**config.mk**
```make
export PLATFORM = sky130hd
export DESIGN_NAME = dotprod
export DESIGN_NICKNAME = d
export VERILOG_FILES = /design/src/rtl/dotprod.sv
export SDC_FILE = /design/constraint.sdc
export NUM_CORES = 2
export LEC_CHECK = 0
export BUFFER_PORTS_ARGS = -buffer_cell sky130_fd_sc_hd__buf_2
export CORE_MARGIN = 3
export CORE_UTILIZATION = 48
export CTS_BUF_LIST = sky130_fd_sc_hd__clkbuf_2
export DETAILED_ROUTE_END_ITERATION = 16
export PLACE_DENSITY = 0.74
export SETUP_SLACK_MARGIN = 0.05
export SLEW_MARGIN = 20
export SYNTH_ARGS = -nofsm -noshare
export SYNTH_HDL_FRONTEND = slang
export SYNTH_SLANG_ARGS = --single-unit
```
**constraint.sdc**
```tcl
create_clock -name clk -period 32.5 [get_ports clk]
set_input_delay 3.25 -clock clk [delete_from_list [all_inputs] [get_ports clk]]
set_output_delay 3.25 -clock clk [all_outputs]
set_load 0.02 [all_outputs]
```
**src/rtl/dotprod.sv**
```systemverilog
// Sequential 8-element dot-product engine: one multiply-accumulate per clock behind a start/done handshake.
// Optional build macro DOTPROD_SIGNED_EN selects two's-complement operands; the default is unsigned.
module dotprod #(
  parameter int WIDTH     = 32,
  parameter int RES_WIDTH = 64
) (
  input  logic                 clk,
  input  logic                 rst,
  input  logic [WIDTH-1:0]     a0,
  input  logic [WIDTH-1:0]     a1,
  input  logic [WIDTH-1:0]     a2,
  input  logic [WIDTH-1:0]     a3,
  input  logic [WIDTH-1:0]     a4,
  input  logic [WIDTH-1:0]     a5,
  input  logic [WIDTH-1:0]     a6,
  input  logic [WIDTH-1:0]     a7,
  input  logic [WIDTH-1:0]     b0,
  input  logic [WIDTH-1:0]     b1,
  input  logic [WIDTH-1:0]     b2,
  input  logic [WIDTH-1:0]     b3,
  input  logic [WIDTH-1:0]     b4,
  input  logic [WIDTH-1:0]     b5,
  input  logic [WIDTH-1:0]     b6,
  input  logic [WIDTH-1:0]     b7,
  input  logic                 start,
  output logic                 done,
  output logic [RES_WIDTH-1:0] result
);

  localparam logic [1:0] ST_IDLE = 2'd0;
  localparam logic [1:0] ST_RUN  = 2'd1;
  localparam logic [1:0] ST_DONE = 2'd2;

  // The product is registered, so RUN spans nine edges: eight products plus the final accumulate.
  localparam logic [3:0] LAST_IDX = 4'd8;

  logic [WIDTH-1:0]     a_in_s [8];
  logic [WIDTH-1:0]     b_in_s [8];
  logic [WIDTH-1:0]     a_q    [8];
  logic [WIDTH-1:0]     a_d    [8];
  logic [WIDTH-1:0]     b_q    [8];
  logic [WIDTH-1:0]     b_d    [8];
  logic [1:0]           state_q;
  logic [1:0]           state_d;
  logic [3:0]           idx_q;
  logic [3:0]           idx_d;
  logic [RES_WIDTH-1:0] prod_q;
  logic [RES_WIDTH-1:0] prod_d;
  logic [RES_WIDTH-1:0] acc_q;
  logic [RES_WIDTH-1:0] acc_d;
  logic [RES_WIDTH-1:0] result_q;
  logic [RES_WIDTH-1:0] result_d;
  logic                 done_q;
  logic                 done_d;
  logic [RES_WIDTH-1:0] prod_sel_s;

  // Full-width product; the low RES_WIDTH bits of an extended multiply are exact for either signedness.
  function automatic logic [RES_WIDTH-1:0] mac_mul(input logic [WIDTH-1:0] x,
                                                  input logic [WIDTH-1:0] y);
    logic [RES_WIDTH-1:0] xe;
    logic [RES_WIDTH-1:0] ye;
`ifdef DOTPROD_SIGNED_EN
    xe = {{(RES_WIDTH-WIDTH){x[WIDTH-1]}}, x};
    ye = {{(RES_WIDTH-WIDTH){y[WIDTH-1]}}, y};
`else
    xe = {{(RES_WIDTH-WIDTH){1'b0}}, x};
    ye = {{(RES_WIDTH-WIDTH){1'b0}}, y};
`endif
    mac_mul = xe * ye;
  endfunction

  assign a_in_s[0] = a0;
  assign a_in_s[1] = a1;
  assign a_in_s[2] = a2;
  assign a_in_s[3] = a3;
  assign a_in_s[4] = a4;
  assign a_in_s[5] = a5;
  assign a_in_s[6] = a6;
  assign a_in_s[7] = a7;
  assign b_in_s[0] = b0;
  assign b_in_s[1] = b1;
  assign b_in_s[2] = b2;
  assign b_in_s[3] = b3;
  assign b_in_s[4] = b4;
  assign b_in_s[5] = b5;
  assign b_in_s[6] = b6;
  assign b_in_s[7] = b7;

  assign prod_sel_s = mac_mul(a_q[idx_q[2:0]], b_q[idx_q[2:0]]);

  // Next-state, operand latch and MAC datapath.
  always_comb begin
    for (int i = 0; i < 8; i++) begin
      a_d[i] = a_q[i];
      b_d[i] = b_q[i];
    end
    state_d  = state_q;
    idx_d    = idx_q;
    prod_d   = prod_q;
    acc_d    = acc_q;
    result_d = result_q;
    done_d   = done_q;

    case (state_q)
      ST_IDLE, ST_DONE: begin
        if (start) begin
          for (int i = 0; i < 8; i++) begin
            a_d[i] = a_in_s[i];
            b_d[i] = b_in_s[i];
          end
          idx_d   = 4'd0;
          prod_d  = {RES_WIDTH{1'b0}};
          acc_d   = {RES_WIDTH{1'b0}};
          done_d  = 1'b0;
          state_d = ST_RUN;
        end else begin
          state_d = state_q;
        end
      end
      ST_RUN: begin
        if (idx_q == LAST_IDX) begin
          result_d = acc_q + prod_q;
          done_d   = 1'b1;
          idx_d    = 4'd0;
          state_d  = ST_DONE;
        end else begin
          // prod_q is zero on the first RUN edge, so no special case is needed for element 0.
          prod_d = prod_sel_s;
          acc_d  = acc_q + prod_q;
          idx_d  = idx_q + 4'd1;
        end
      end
      default: begin
        idx_d   = 4'd0;
        done_d  = 1'b0;
        state_d = ST_IDLE;
      end
    endcase
  end

  // State registers with synchronous reset taking priority over any computation.
  always_ff @(posedge clk) begin
    if (rst) begin
      for (int i = 0; i < 8; i++) begin
        a_q[i] <= {WIDTH{1'b0}};
        b_q[i] <= {WIDTH{1'b0}};
      end
      state_q  <= ST_IDLE;
      idx_q    <= 4'd0;
      prod_q   <= {RES_WIDTH{1'b0}};
      acc_q    <= {RES_WIDTH{1'b0}};
      result_q <= {RES_WIDTH{1'b0}};
      done_q   <= 1'b0;
    end else begin
      for (int i = 0; i < 8; i++) begin
        a_q[i] <= a_d[i];
        b_q[i] <= b_d[i];
      end
      state_q  <= state_d;
      idx_q    <= idx_d;
      prod_q   <= prod_d;
      acc_q    <= acc_d;
      result_q <= result_d;
      done_q   <= done_d;
    end
  end

  assign done   = done_q;
  assign result = result_q;

endmodule

```
Yosys cells after proc, flatten, opt, wreduce, memory -nomap -nowiden --
Memory sizes are Yosys's and may differ from the RTL's. A register that Yosys moved wholly into a read port is not among the register bits. Cells that the tools add are included.
Cells by class: $add $sub $neg 2, equal/unequal tests 8, bitwise gates (word level) 16, reductions and logical operators 7, $mul 1, mux-type cells 41
Operators by type and width (count):
- $mux W256 | 4
- $mux W32 | 16
- $pmux W64 S2 | 2
- $mux W64 | 3
- $add A64 B64 Y64 | 1
- $mul A32 B32 Y64 | 1
- $or A1 B1 Y1 | 16
- $mux W3 | 4
- $mux W4 | 2
- $ne A2 B2 Y1 const B | 4
- $pmux W4 S2 | 1
- $reduce_and A3 Y1 | 2
- $mux W1 | 5
- $add A4 B1 Y4 const B | 1
- $eq A4 B4 Y1 const B | 1
- $mux W2 | 2
- $pmux W2 S2 | 1
- $reduce_and A2 Y1 | 2
- $eq A2 B1 Y1 const B | 1
- $eq A2 B2 Y1 const B | 1
- $logic_not A2 Y1 | 1
- $pmux W1 S2 | 1
- $reduce_bool A2 Y1 | 1
- $reduce_or A2 Y1 | 1
- $ne A1 B1 Y1 const B | 1
Storage, ports and cells: word-level logic and storage cells 83, input bits 515, output and inout bits 65, register bits 199, memories 2, memory bits (writable) 512
Memories:
- a_q | depth 8, bits a word 32, rd ports 1, clocked after memory_dff 1, write ports 8, line 39 | logic [WIDTH-1:0] a_q [8];
- b_q | depth 8, bits a word 32, rd ports 1, clocked after memory_dff 1, write ports 8, line 41 | logic [WIDTH-1:0] b_q [8];

Longest topological paths before layout --
depth in word-level cells 5, gate-level depth with buffers 33, depth with buffers taken out 28

Worst setup path before layout --
Ideal clock, no wire load.
path type input-to-reg, start in rst, end mem a_q[0][0] (enable), buffers on the path 3, slack 15325 ps, arrival 16204 ps, data required time 31529 ps, stages on the path 4, library setup time 971 ps, cell sequence clkbuf_1 -> clkbuf_1 -> buf_1 -> nand2b_1
RTL lines:
- from (decl) | line 8 | input logic rst,
- to (decl) | line 39

==> impl_metrics.ini <==
[sta]
setup_violations = 0
worst_slew_pin_slew_ns = 1.181
fmax_mhz = 93.74
hold_viol = 0
rsz0062_at_grt = no
max-slew-margin-rel = 0.1955
period_minus_slack_ns = 10.67
period_share = 0.3283
slew_violations = 0
fin_skew_ns = 0.1440
finalSetupTns_ns = 0

[placement]
place_hpwl_mm = 151.8
io_buffers = 579
gp_congestion = 0.9641
dp.cells = 8338

[grt]
busiest_layer = met2
antenna_found_initial = 28
grt_use_met3 = 0.07530
grt_pass1_wl_mm = 309.3
globalRouteMet1Util = 0.3559
grt_max_degree = 150
grt_remaining_overflow = 0
grt_usage = 0.2920
met2_usage = 0.4693
grt_pass1_vias = 51960

[routing]
route.vias.total = 49010
drt_drc_violations_left = 0
routedWlPerCell_um = 23.35
routed_wl_mm = 202.5
drt.antenna.violating_nets = 0
drt_iter0_drc = 4551
dr.pass1.iters = 6
viasPerCell = 5.654

[setup_path]
r2r_slack_ns = 21.83
reg2reg_to = prod_q[55]$_SDFFE_PP0P_
cp.arrival_ns = 12.11
critical_path_required_ns = 33.95
critPathCaptureType = flop
worst-path-max-fanout = 59
r2r_cells = 27
critPathKind = reg -> reg
startpoint_type = flop

[finish]
fin_nets = 8491
drive_gt1_frac = 0.1737
synthToLayoutAreaGrowth_pct = 9.894
stdcell_count = 8669

[floorplanning]
die_x_um = 374.9
coreArea_um2 = 134300
die-area_um2 = 140500
initial_core_util = 0.4864
rows = 134
die_height_um = 374.9
io-pin-count = 580

[clock_tree]
root_buffer = clkbuf_2
clock_latency_ns = 1.62
path_clk_slew_ns = 0.10
cts-hold-fix-buffers = 0
cts-htree-levels = 4
ctsResizeCount = 0
clkSinkCount = 713
cts_tree = built
clockBufferDepth = 3
cts_buffers = 177
postCtsSetupBuffers = 0

[synthesis]
synth.avg_cell_area_um2 = 10.41
synth-seq-cells = 713
async_flop_share = 0
syn-num-nets = 8013
synth-edff-count = 512
synth_cells = 6273
synth_area_um2 = 65320
ys.flop_type = edfxtp_1
synth_cell_types = 78
synth-seq-area-share = 0.2970
ys_warn_count = 0

[power]
leakage_uw = 0.03280
ir_drop_mv = 0.2853
p_per_area_nw_per_um2 = 104.3

[status]
status = complete, no violations

[job]
maxCapViolCount = 0

[min_path]
hold_start = result[55]$_SDFFE_PP0P_
hold_depth = 2
hold_class = reg -> reg
hold_path_end = result[55]$_SDFFE_PP0P_
critical path: stages (launching register included):
cell and delay, ns:
dfxtp_4 0.51, buf_4 0.64, buf_4 0.83, mux4_2 0.46, mux2i_4 0.90, nor2_1 0.18
fa_1 0.54, fa_1 0.54, inv_1 0.05, fa_1 0.46, fa_1 0.51, inv_1 0.05
fa_1 0.56, fa_1 0.43, fa_1 0.51, inv_1 0.05, fa_1 0.47, inv_1 0.04
ha_1 0.41, and4_1 0.33, nand3_1 0.17, nor3_1 0.26, nor3b_1 0.28, a311oi_2 0.24
o31ai_2 0.48, a31oi_1 0.21, xor2_1 0.18, o21ai_1 0.12
final cells by class:
| class | instances | area, µm² |
|---|---|---|
| Antenna cell | 27 | 67.56 |
| Clock buffer | 251 | 1256 |
| Clock inverter | 51 | 365.4 |
| Fill cell | 11730 | 62510 |
| Inverter | 885 | 3322 |
| Multi-Input combinational cell | 4316 | 41570 |
| Sequential cell | 713 | 19410 |
| Tap cell | 1768 | 2212 |
| Timing Repair Buffer | 658 | 3580 |
worst max path at each step:
stage / from / endpoint / slack [ns] / cells past startpoint
floorplan: rst / a_q[0][0]$_SDFFCE_PN0P_ / 15.33 / 4
global placement: flop / prod_q[59]$_SDFFE_PP0P_ / 22.13 / 28
detailed placement: flop / prod_q[55]$_SDFFE_PP0P_ / 21.98 / 27
CTS: flop / prod_q[55]$_SDFFE_PP0P_ / 21.91 / 27
global route: flop / prod_q[55]$_SDFFE_PP0P_ / 21.42 / 27
finish: flop / prod_q[55]$_SDFFE_PP0P_ / 21.83 / 27
cell usage after synthesis, types with 8 or more instances:
| cell | instances | area [µm²] |
|---|---|---|
| a22o_1 | 41 | 359.1 |
| o21a_1 | 13 | 97.59 |
| inv_1 | 885 | 3322 |
| xnor2_1 | 74 | 648.1 |
| and2_1 | 407 | 2546 |
| xor2_1 | 47 | 411.6 |
| o21bai_1 | 22 | 165.2 |
| nor2b_1 | 147 | 919.6 |
| a31oi_1 | 21 | 131.4 |
| dfxtp_1 | 201 | 4024 |
| buf_2 | 21 | 105.1 |
| edfxtp_1 | 512 | 15370 |
| o21ai_0 | 102 | 510.5 |
| nand3_1 | 27 | 135.1 |
| ha_1 | 328 | 4104 |
| and3_1 | 20 | 125.1 |
| o31ai_1 | 8 | 60.06 |
| and4_1 | 8 | 70.07 |
| buf_1 | 26 | 97.59 |
| nand2_1 | 658 | 2470 |
| a211oi_1 | 12 | 90.09 |
| mux4_2 | 128 | 2883 |
| a21o_1 | 82 | 615.6 |
| nor3_1 | 22 | 110.1 |
| mux2_2 | 52 | 585.6 |
| o21ai_1 | 11 | 55.05 |
| a22oi_1 | 46 | 345.3 |
| nand4_1 | 34 | 212.7 |
| or3_1 | 10 | 62.56 |
| fa_1 | 897 | 17960 |
| mux2i_1 | 63 | 630.6 |
| o211ai_1 | 11 | 82.58 |
| a21oi_1 | 202 | 1011 |
| clkbuf_1 | 305 | 1145 |
| nor2_1 | 689 | 2586 |
| nand2b_1 | 34 | 212.7 |
metal layers:
layer	part of all wire	up-vias
met2	0.47	2841
met5	0.00021	-
met1	0.36	24210
li1	-	21250
met4	0.066	6
met3	0.11	701
where the power goes:
part / internal (µW) / leakage (µW) / switching [µW] / total [µW]
registers: 1060 / 0.00715 / 36.6 / 1100
logic: 2180 / 0.0244 / 3590 / 5770
clock network: 228 / 0.00121 / 389 / 617
sequential cells by signal, summed over array words and instances (netlist names), named ones only:
register,cells
done,1
a_q,256
b_q,256
state_q,1
prod_q,64
idx_q,4
acc_q,64
result,64
metrics by stage:
stage                     hold slack [ns]  utilization  instance area, µm²  total power (µW)  worst slack (ns)
after floorplan                    0.4291            -               65320              5026             15.33
after global placement             0.4398       0.5213               70000              6679             22.13
after detailed placement           0.4444       0.5215               70030              6755             21.98
after CTS                          0.4582       0.5335               71650              7411             21.91
after global routing               0.4806       0.5343               71760              8105             21.42
final                              0.4539       0.5345               71780              7485             21.83
cells in the final DEF, fill, tap and decap left out, types with 73 or more instances in the layout:
cell type / count
a21o_1: 82
a21oi_1: 202
and2_1: 407
buf_2: 578
buf_4: 73
clkbuf_2: 251
dfxtp_1: 198
edfxtp_1: 512
fa_1: 897
ha_1: 328
inv_1: 885
mux4_2: 128
nand2_1: 657
nor2_1: 685
nor2b_1: 146
o21ai_0: 102
xnor2_1: 74
cell families (layout without fill, tap and decap cells):
logic type	Yosys count	after routing	share of synthesized area
flops	713	713	0.2970
buf+inv	1244	1845	0.07221
xor+xnor	122	122	0.01647
compound gates	640	640	0.06553
other cells	0	27	0
fa+ha+maj	1225	1225	0.3377
simple gates	2086	2086	0.1483
mux	243	243	0.06275
Note: power is estimated with default switching activity, not from simulation.
